$ cat config.mk
export PLATFORM = sky130hd
export DESIGN_NAME = sha2_stream
export DESIGN_NICKNAME = d
export VERILOG_FILES = /design/src/rtl/sha2_stream.sv
export SDC_FILE = /design/constraint.sdc
export NUM_CORES = 2
export LEC_CHECK = 0
export CAP_MARGIN = 20
export CORE_MARGIN = 2
export CORE_UTILIZATION = 40
export DETAILED_ROUTE_END_ITERATION = 10
export PLACE_DENSITY = 0.68
export SLEW_MARGIN = 20
export SYNTH_ARGS = -nofsm -noshare
export SYNTH_HDL_FRONTEND = slang
export SYNTH_SLANG_ARGS = --single-unit
$ cat constraint.sdc
create_clock -name clk -period 23.6 [get_ports clk]
set_clock_uncertainty 0.2 [all_clocks]
set_input_delay 2.36 -clock clk [delete_from_list [all_inputs] [get_ports clk]]
set_output_delay 2.36 -clock clk [all_outputs]
set_load 0.02 [all_outputs]
$ cat src/rtl/sha2_stream.sv
// sha2_stream: streaming SHA-256 block engine with UNROLL rounds per clock and chained multi-block messages.
// SHA-224 mode (IV and truncated digest) is built only when SHA2_SHA224_EN is defined.
module sha2_stream #(
  parameter int UNROLL = 1
) (
  input  logic         clk,
  input  logic         RSTn,
  input  logic         init,
  input  logic         mode,
  input  logic         msg_valid,
  output logic         msg_ready,
  input  logic [31:0]  msg_data,
  input  logic         msg_last,
  output logic [255:0] digest,
  output logic         digest_valid,
  output logic         busy
);
  if (UNROLL != 1 && UNROLL != 2 && UNROLL != 4) begin : g_bad_unroll
    $error("UNROLL must be 1, 2 or 4");
  end
  localparam logic [255:0] IV256 = 256'h6a09e667bb67ae853c6ef372a54ff53a510e527f9b05688c1f83d9ab5be0cd19;
  localparam logic [31:0] K [64] = '{
    32'h428a2f98, 32'h71374491, 32'hb5c0fbcf, 32'he9b5dba5, 32'h3956c25b, 32'h59f111f1, 32'h923f82a4, 32'hab1c5ed5,
    32'hd807aa98, 32'h12835b01, 32'h243185be, 32'h550c7dc3, 32'h72be5d74, 32'h80deb1fe, 32'h9bdc06a7, 32'hc19bf174,
    32'he49b69c1, 32'hefbe4786, 32'h0fc19dc6, 32'h240ca1cc, 32'h2de92c6f, 32'h4a7484aa, 32'h5cb0a9dc, 32'h76f988da,
    32'h983e5152, 32'ha831c66d, 32'hb00327c8, 32'hbf597fc7, 32'hc6e00bf3, 32'hd5a79147, 32'h06ca6351, 32'h14292967,
    32'h27b70a85, 32'h2e1b2138, 32'h4d2c6dfc, 32'h53380d13, 32'h650a7354, 32'h766a0abb, 32'h81c2c92e, 32'h92722c85,
    32'ha2bfe8a1, 32'ha81a664b, 32'hc24b8b70, 32'hc76c51a3, 32'hd192e819, 32'hd6990624, 32'hf40e3585, 32'h106aa070,
    32'h19a4c116, 32'h1e376c08, 32'h2748774c, 32'h34b0bcb5, 32'h391c0cb3, 32'h4ed8aa4a, 32'h5b9cca4f, 32'h682e6ff3,
    32'h748f82ee, 32'h78a5636f, 32'h84c87814, 32'h8cc70208, 32'h90befffa, 32'ha4506ceb, 32'hbef9a3f7, 32'hc67178f2
  };
  typedef enum logic [1:0] {IDLE, LOAD, ROUND, UPDATE} state_t;
  state_t state, state_n;
  logic [3:0] wcnt;
  logic [5:0] t;
  logic [31:0] w [16];
  logic [31:0] wn [16];
  logic [0:7][31:0] h, s, v;
  logic first, last_r, fire;
  logic [255:0] iv_in;
  function automatic logic [31:0] rotr(input logic [31:0] x, input int n);
    return (x >> n) | (x << (32 - n));
  endfunction
  function automatic logic [31:0] ss0(input logic [31:0] x);
    return rotr(x, 7) ^ rotr(x, 18) ^ (x >> 3);
  endfunction
  function automatic logic [31:0] ss1(input logic [31:0] x);
    return rotr(x, 17) ^ rotr(x, 19) ^ (x >> 10);
  endfunction
  function automatic logic [31:0] bs0(input logic [31:0] x);
    return rotr(x, 2) ^ rotr(x, 13) ^ rotr(x, 22);
  endfunction
  function automatic logic [31:0] bs1(input logic [31:0] x);
    return rotr(x, 6) ^ rotr(x, 11) ^ rotr(x, 25);
  endfunction
`ifdef SHA2_SHA224_EN
  localparam logic [255:0] IV224 = 256'hc1059ed8367cd5073070dd17f70e5939ffc00b316858151164f98fa7befa4fa4;
  logic mode_r;
  assign iv_in = mode ? IV224 : IV256;
  assign digest = mode_r ? {h[0:6], 32'h0} : h;
`else
  logic unused_mode;
  assign unused_mode = mode;
  assign iv_in = IV256;
  assign digest = h;
`endif
  assign fire = msg_valid && msg_ready && !init;
  assign busy = state == ROUND || state == UPDATE;
  always_comb begin
    state_n = state;
    unique case (state)
      IDLE:   if (fire) state_n = LOAD;
      LOAD:   if (fire && wcnt == 4'd15) state_n = ROUND;
      ROUND:  if (t == 6'(64 - UNROLL)) state_n = UPDATE;
      UPDATE: state_n = IDLE;
    endcase
    if (init) state_n = IDLE;
  end
  // the window w holds W[t..t+15]; ex extends it by the UNROLL words consumed this cycle
  always_comb begin : rnd
    logic [31:0] ex [16+UNROLL];
    logic [31:0] t1, t2;
    for (int i = 0; i < 16; i++) ex[i] = w[i];
    for (int j = 0; j < UNROLL; j++) ex[16+j] = ss1(ex[14+j]) + ex[9+j] + ss0(ex[1+j]) + ex[j];
    for (int i = 0; i < 16; i++) wn[i] = ex[i+UNROLL];
    v = s;
    for (int j = 0; j < UNROLL; j++) begin
      t1 = v[7] + bs1(v[4]) + ((v[4] & v[5]) ^ (~v[4] & v[6])) + K[t + 6'(j)] + ex[j];
      t2 = bs0(v[0]) + ((v[0] & v[1]) ^ (v[0] & v[2]) ^ (v[1] & v[2]));
      v = {t1 + t2, v[0], v[1], v[2], v[3] + t1, v[4], v[5], v[6]};
    end
  end
  always_ff @(posedge clk or negedge RSTn)
    if (!RSTn) begin
      state <= IDLE;
      wcnt <= '0;
      t <= '0;
      msg_ready <= 1'b0;
      digest_valid <= 1'b0;
      first <= 1'b1;
      last_r <= 1'b0;
      h <= IV256;
`ifdef SHA2_SHA224_EN
      mode_r <= 1'b0;
`endif
    end else begin
      state <= state_n;
      msg_ready <= state_n == IDLE || state_n == LOAD;
      if (init) begin
        wcnt <= '0;
        t <= '0;
        digest_valid <= 1'b0;
        first <= 1'b1;
        h <= iv_in;
`ifdef SHA2_SHA224_EN
        mode_r <= mode;
`endif
      end else begin
        if (fire) wcnt <= wcnt + 4'd1;
        if (fire && wcnt == 4'd15) last_r <= msg_last;
        t <= state == ROUND ? t + 6'(UNROLL) : '0;
        if (fire && state == IDLE && first) begin
          h <= iv_in;
          first <= 1'b0;
          digest_valid <= 1'b0;
`ifdef SHA2_SHA224_EN
          mode_r <= mode;
`endif
        end
        if (state == UPDATE) begin
          for (int i = 0; i < 8; i++) h[i] <= h[i] + s[i];
          if (last_r) begin
            digest_valid <= 1'b1;
            first <= 1'b1;
          end
        end
      end
    end
  always_ff @(posedge clk) begin
    if (fire) begin
      for (int i = 0; i < 15; i++) w[i] <= w[i+1];
      w[15] <= msg_data;
    end else if (state == ROUND) w <= wn;
    if (state == LOAD && state_n == ROUND) s <= h;
    else if (state == ROUND) s <= v;
  end
endmodule

# ---- After elaboration in Yosys (flattened, before gate mapping)
# Memory sizes are Yosys's and may differ from the RTL's.
# Cells that the tools add are included.
# Widths: inputs -> output; s select.
dict set report op_classes {
  n_addsub 20
  order_cmp 1
  eq_ne 7
  muxes 26
  bitwise_logic 29
  n_reduce_logical 16
}
# op n
set ops {}
lappend ops {{$mux 256} 5}
lappend ops {{$mux 512} 2}
lappend ops {{$add 32x32->32} 18}
lappend ops {{$xor 32x32->32} 9}
lappend ops {{$and 32x32->32} 5}
lappend ops {{$mux 32} 2}
lappend ops {{$not 32->32} 1}
lappend ops {{$or 10x32->32} 1}
lappend ops {{$or 13x32->32} 1}
lappend ops {{$or 14x32->32} 1}
lappend ops {{$or 15x32->32} 1}
lappend ops {{$or 19x32->32} 1}
lappend ops {{$or 21x32->32} 1}
lappend ops {{$or 25x32->32} 1}
lappend ops {{$or 26x32->32} 1}
lappend ops {{$or 30x32->32} 1}
lappend ops {{$or 7x32->32} 1}
lappend ops {{$xor 32x22->32} 1}
lappend ops {{$xor 32x29->32} 1}
lappend ops {{$mux 6} 2}
lappend ops {{$mux 1} 8}
lappend ops {{$mux 2} 4}
lappend ops {{$mux 4} 2}
lappend ops {{$pmux 2 s4} 1}
lappend ops {{16 further kinds} 28}
dict set report word_totals {
  ff_bits 1040
  romBits 2048
  inputBits 38
  output_inout_bits 259
  wordCells 139
  n_memories 1
}
# memory depth width rd rd_ports_with_merged_regs wr line_no
set memory_table {}
lappend memory_table {{(name not given)} 64 32 1 0 0 88} ;# t1 = v[7] + bs1(v[4]) + ((v[4] & v[5]) ^ (~v[4] & v[6])) + K[t + 6'(j)] + ex[j];

# ---- Depth between registers and ports, before layout
dict set report depth {
  word_depth 10
  ltp_mapped 37
  ltp_nobuf 36
}

# ---- Worst setup path after synthesis
# Ideal clock, no wire load.
dict set report synth_path {
  path_kind {input -> register}
  from {input msg_valid}
  to {register w (netlist bit rnd.ex[100]) (enable)}
  setup_ps 3659
  arrival_ps 11685
  required_ps 19741
  slack_ps 8056
  stages 6
  n_path_buf 3
  cell_sequence {nand2_1 clkbuf_1 or2_2 clkbuf_1 clkbuf_1 nand2_1}
}
dict set report synth_between {
  elab_chain_len 3
}
# element line_no
set synth_rtl {}
lappend synth_rtl {{from (decl)} 10} ;# input logic msg_valid,
lappend synth_rtl {{$logic_and 1x1->1 (2 in series)} 67} ;# assign fire = msg_valid && msg_ready && !init;
lappend synth_rtl {{$reduce_bool 2->1 (no source line)} --}
lappend synth_rtl {{to (signal assigned)} 143} ;# end else if (state == ROUND) w <= wn;
lappend synth_rtl {{to (decl)} 36} ;# logic [31:0] w [16];
# No other way between the ends.
# A chain may end at the register's enable or synchronous reset.

# ---- Final worst setup path
dict set report layout_path {
  from {register t[0]}
  to {register s[255] (netlist name), data pin}
}
dict set report layout_between {
  elab_chain_len 9
  elab_cells_between_ends 15
  cone_classes {3 x add/sub; 2 x eq/ne; 7 x mux; 1 x bitwise; 1 x reduce/logical; 1 x memory}
}
# element line_no
set layout_rtl {}
lappend layout_rtl {{from (decl)} 35} ;# logic [5:0] t;
lappend layout_rtl {{from (signal assigned)} 121} ;# t <= state == ROUND ? t + 6'(UNROLL) : '0;
lappend layout_rtl {{$not 6->7 (implied by the code)} 88}
lappend layout_rtl {{$mem_v2 64x32} --}
lappend layout_rtl {{$mux 32 (implied by the code) (2 in series)} 88}
lappend layout_rtl {{$add 32x32->32 (2 in series)} 88}
lappend layout_rtl {{$add 32x32->32} 90} ;# v = {t1 + t2, v[0], v[1], v[2], v[3] + t1, v[4], v[5], v[6]};
lappend layout_rtl {{$mux 256} 145} ;# else if (state == ROUND) s <= v;
lappend layout_rtl {{$mux 256 *} 144} ;# if (state == LOAD && state_n == ROUND) s <= h;
lappend layout_rtl {{to (signal assigned)} 144}
lappend layout_rtl {{to (signal assigned)} 145}
lappend layout_rtl {{to (decl)} 38} ;# logic [0:7][31:0] h, s, v;
# Mark *: on every way between the ends. The rest lies on a longest branch, timed or not. The select of a mux whose other input is x is not followed.

==> impl_results.rst <==
.. list-table::
   :header-rows: 1

   * - Metric
     - Value
   * - Status
     - completed
   * - Grt met1 use
     - 0.3813
   * - Async SR Flop Fraction
     - 0.2615
   * - Max frequency
     - roughly 92 MHz
   * - CTS tree
     - yes
   * - Arr. time, crit path
     - 11.15 ns
   * - Beginning of the critical path
     - t[0]$_DFF_PN0_
   * - Met3 Usage GRT
     - 0.05940
   * - FF+latch count, synth
     - 1040
   * - Leftover overflow at the end of global routing
     - 0
   * - Final antenna-violating net count
     - 0
   * - Router iterations before antenna repair
     - 6
   * - Type of element launching the critical path
     - register
   * - Normalized max-slew margin
     - 0.2399
   * - Final Hold Viols
     - 0
   * - Max-capacitance violation count
     - 0
   * - Drc violations
     - 0
   * - Fraction of the cycle the final worst path needs
     - 0.4593
   * - Worst Max-Slew Pin Slew
     - about 1.1 ns
   * - Reg2reg start
     - t[0]$_DFF_PN0_
   * - Area of the mapped netlist
     - about 0.065 mm²
   * - Floorplan Core Area
     - about 0.16 mm²
   * - Number of flops mapped to enable cells by yosys
     - roughly 770
   * - Number of antenna violations at the first check in global routing
     - 5
   * - Worst hold slack across all endpoints
     - around 0.16 ns
   * - Met2 usage in global routing
     - 0.3705
   * - Post-synthesis net count
     - roughly 7000
   * - Number of placement rows
     - 147
   * - Sequential area share after synthesis
     - 0.4619
   * - Root buffer cell
     - clkbuf_16
   * - Slowest library cell on the worst path
     - dfrtp_1
   * - Clock transition at the registers of the reported paths
     - about 0.070 ns
   * - Final Wtd Congestion
     - approximately 1
   * - Routed WL
     - around 220000 µm
   * - Worst VDD drop
     - ~0.074 mV
   * - Setup-failing EPs final
     - 0
   * - Synth cell types
     - 90
   * - Horiz. Die Dim
     - 407.2 µm
   * - Area added between synthesis and finish
     - 13.80%
   * - Setup slack of the most critical reg-to-reg path
     - about 13 ns
   * - Warning count from the yosys run
     - 0
   * - Core occupancy in the finished layout
     - 0.4599
   * - Hold buffer count at CTS
     - 0
   * - Hold Path End
     - rnd.ex[81]$_DFFE_PP_
   * - Kind of end point of the critical path
     - register
   * - Period minus WS final
     - 10.84 ns
   * - Top delay family on crit path
     - compound AO/OA/AOI/OAI gates
   * - Count of cells resized by post-cts repair
     - 0
   * - Clock net sink count
     - 1040
   * - Most common cell after layout, fill and taps aside
     - nand2_1
   * - Number of buffers added on ports
     - about 300
   * - CTS Buf Count
     - 110
   * - Required time reported for the critical path endpoint
     - between 20 and 25 ns
   * - Clock network latency to the later pin of the worst-skew pair
     - 0.79 ns
   * - Flip-flop cell with the highest count after synthesis
     - edfxtp_1
   * - Iteration-0 DRC Markers
     - 5705
   * - Hold depth
     - 0
   * - I/O pin total
     - 297
   * - Global router's overall resource usage
     - 0.2581
   * - Type of the worst setup path
     - register to register
   * - Die height
     - 407.2 µm
   * - Wire length of the first global-routing pass
     - 320900 µm
   * - Main area contributors after synthesis
     - edfxtp_1, ha_1, fa_1, dfstp_2, nand2_1
   * - Launch instance of the worst min-delay path
     - rnd.ex[49]$_DFFE_PP_
   * - Placed Cells incl. Taps
     - between 8000 and 9000
   * - H-tree depth
     - 3
   * - CTS Buffer Depth
     - 3
   * - Nets
     - around 7200
   * - Power density relative to cell area
     - 68.93 mW/mm²
   * - Setup repair after global routing missed its margin
     - false
   * - Post-detailed-route via-to-cell ratio
     - 5.689
   * - Hold WC Path Type
     - register to register
   * - Worst r2r dst
     - s[255]$_DFFE_PP_
   * - Largest net degree at the start of global routing
     - around 220
   * - Count of vias placed by the detailed router
     - 50220
   * - Buf/Inv on CP
     - 5
   * - Setup total negative slack
     - 0 ns
   * - Routed length per instance
     - approximately 25 µm
   * - Portion of synthesized cell area occupied by the leading cell type
     - 0.3546
   * - Cell accounting for the most synthesized area
     - edfxtp_1
   * - Maximum single-stage delay on the critical path
     - a little over 0.9 ns
   * - Leak
     - 30.16 nW
   * - Half-perimeter wire length after detailed placement
     - approximately 160000 µm
   * - Grt peak-use layer
     - met1
   * - Post-CTS Setup Inserts
     - 0
   * - Post-Syn Instances
     - ~6400
   * - Largest fanout of any net on the critical path
     - 20
   * - Number of cells traversed by the worst register-to-register path
     - 32
   * - Number of pins exceeding their max-slew limit in the final report
     - 0
   * - Layout cells sized above 1
     - 0.06585
   * - Layout filler cell count
     - 14860
   * - Starting density of the core
     - 0.4041
   * - Number of global-route vias before repair
     - about 48000
   * - Area of the die
     - between 0.15 and 0.2 mm²
   * - Commonest cells after routing, fill and taps aside
     - nand2_1, edfxtp_1, inv_1, a21oi_1, nor2_1
   * - Mean instance size in the synthesized netlist
     - between 10 and 15 µm²
   * - Final cell count without fillers
     - ~8800
   * - CP most frequent cell
     - inv_1
registers in the layout (all words and copies together) (netlist names):
| signal | cells |
|---|---|
| digest | 256 |
| msg_ready | 1 |
| s | 256 |
| digest_valid | 1 |
| t | 6 |
| first | 1 |
| wcnt | 4 |
| rnd.ex | 512 |
| last_r | 1 |
| state | 2 |
worst reg2reg max path, delay by kind of cell, from the launching register on:
family | cells | cell delay [ns]
DFF | 1 | 0.93
muxes | 1 | 0.26
buffers and inverters | 5 | 0.79
adders and majority gates | 6 | 2.68
AOI/OAI and AO/OA | 12 | 3.78
and+or+nand+nor | 5 | 1.02
xor gates and xnor gates | 3 | 0.94
cell families (layout without fill, tap and decap cells):
family / Yosys count / count (layout) / synth area share
xor gates and xnor gates: 570 / 570 / 0.07697
other: 0 / 1 / 0
DFF: 1040 / 1040 / 0.4619
and+or+nand+nor: 1767 / 1767 / 0.1174
muxes: 51 / 51 / 0.009811
adders and majority gates: 595 / 595 / 0.1371
AOI/OAI and AO/OA: 1583 / 1583 / 0.1524
buffers and inverters: 768 / 1061 / 0.04438
layout make-up:
type / instances / area, µm² / share of cell area
Multi-Input combinational cell: 4566 / 32170 / 0.4346
Sequential cell: 1040 / 30050 / 0.4059
Timing Repair Buffer: 342 / 3377 / 0.04563
Clock buffer: 139 / 2902 / 0.03920
Tap cell: 2160 / 2703 / 0.03651
Inverter: 510 / 1914 / 0.02586
Clock inverter: 70 / 904.6 / 0.01222
Antenna cell: 1 / 2.502 / 0.00003381
where the power goes:
group	switching, W	total [W]	internal [W]
sequential	0.0000421	0.00213	0.00208
clock	0.000779	0.00182	0.00104
combinational	0.000701	0.00115	0.000451
total	0.00152	0.00510	0.00358
through the flow:
step	area (µm²)	power (W)	setup slack [ns]
final	74020	0.005102	12.76
after global routing	74010	0.005322	12.22
after CTS	74010	0.005109	12.99
after detailed placement	70200	0.003282	13.07
after global placement	70200	0.003263	12.92
after floorplan	65040	0.002972	8.056
cell usage after synthesis, types with 16 or more instances:
cell / n
a31oi_1: 48
o31ai_1: 41
buf_1: 27
and3_1: 29
o21ai_0: 401
xor2_1: 273
a211oi_1: 58
nand2b_1: 54
clkbuf_1: 230
xnor2_1: 296
nand2_1: 914
a21o_1: 194
fa_1: 197
nor3b_1: 17
dfstp_2: 137
inv_1: 508
nor2b_1: 41
nor4_1: 16
o211ai_1: 28
nand3_1: 77
or3_1: 37
o21bai_1: 46
nand4_1: 34
ha_1: 396
o21a_1: 58
dfrtp_1: 135
and2_1: 18
a21oi_1: 486
nor2_1: 408
nor3_1: 79
o311ai_0: 16
edfxtp_1: 768
a22o_1: 16
mux2_2: 32
routing by layer:
metal,vias to the layer above,wire (µm)
li1,22750,-
met1,24850,97400
met2,2286,91790
met3,336,22730
met4,2,7557
met5,-,13
how the worst max path moves through the flow:
stage               cells past startpoint  slack [ns]                    end
floorplan                               6        8.06  rnd.ex[100]$_DFFE_PP_
global placement                       33       12.92       s[255]$_DFFE_PP_
detailed placement                     32       13.07       s[255]$_DFFE_PP_
CTS                                    32       12.99       s[255]$_DFFE_PP_
global route                           32       12.22       s[255]$_DFFE_PP_
finish                                 32       12.76       s[255]$_DFFE_PP_
Power figures use the tool's default switching activity.
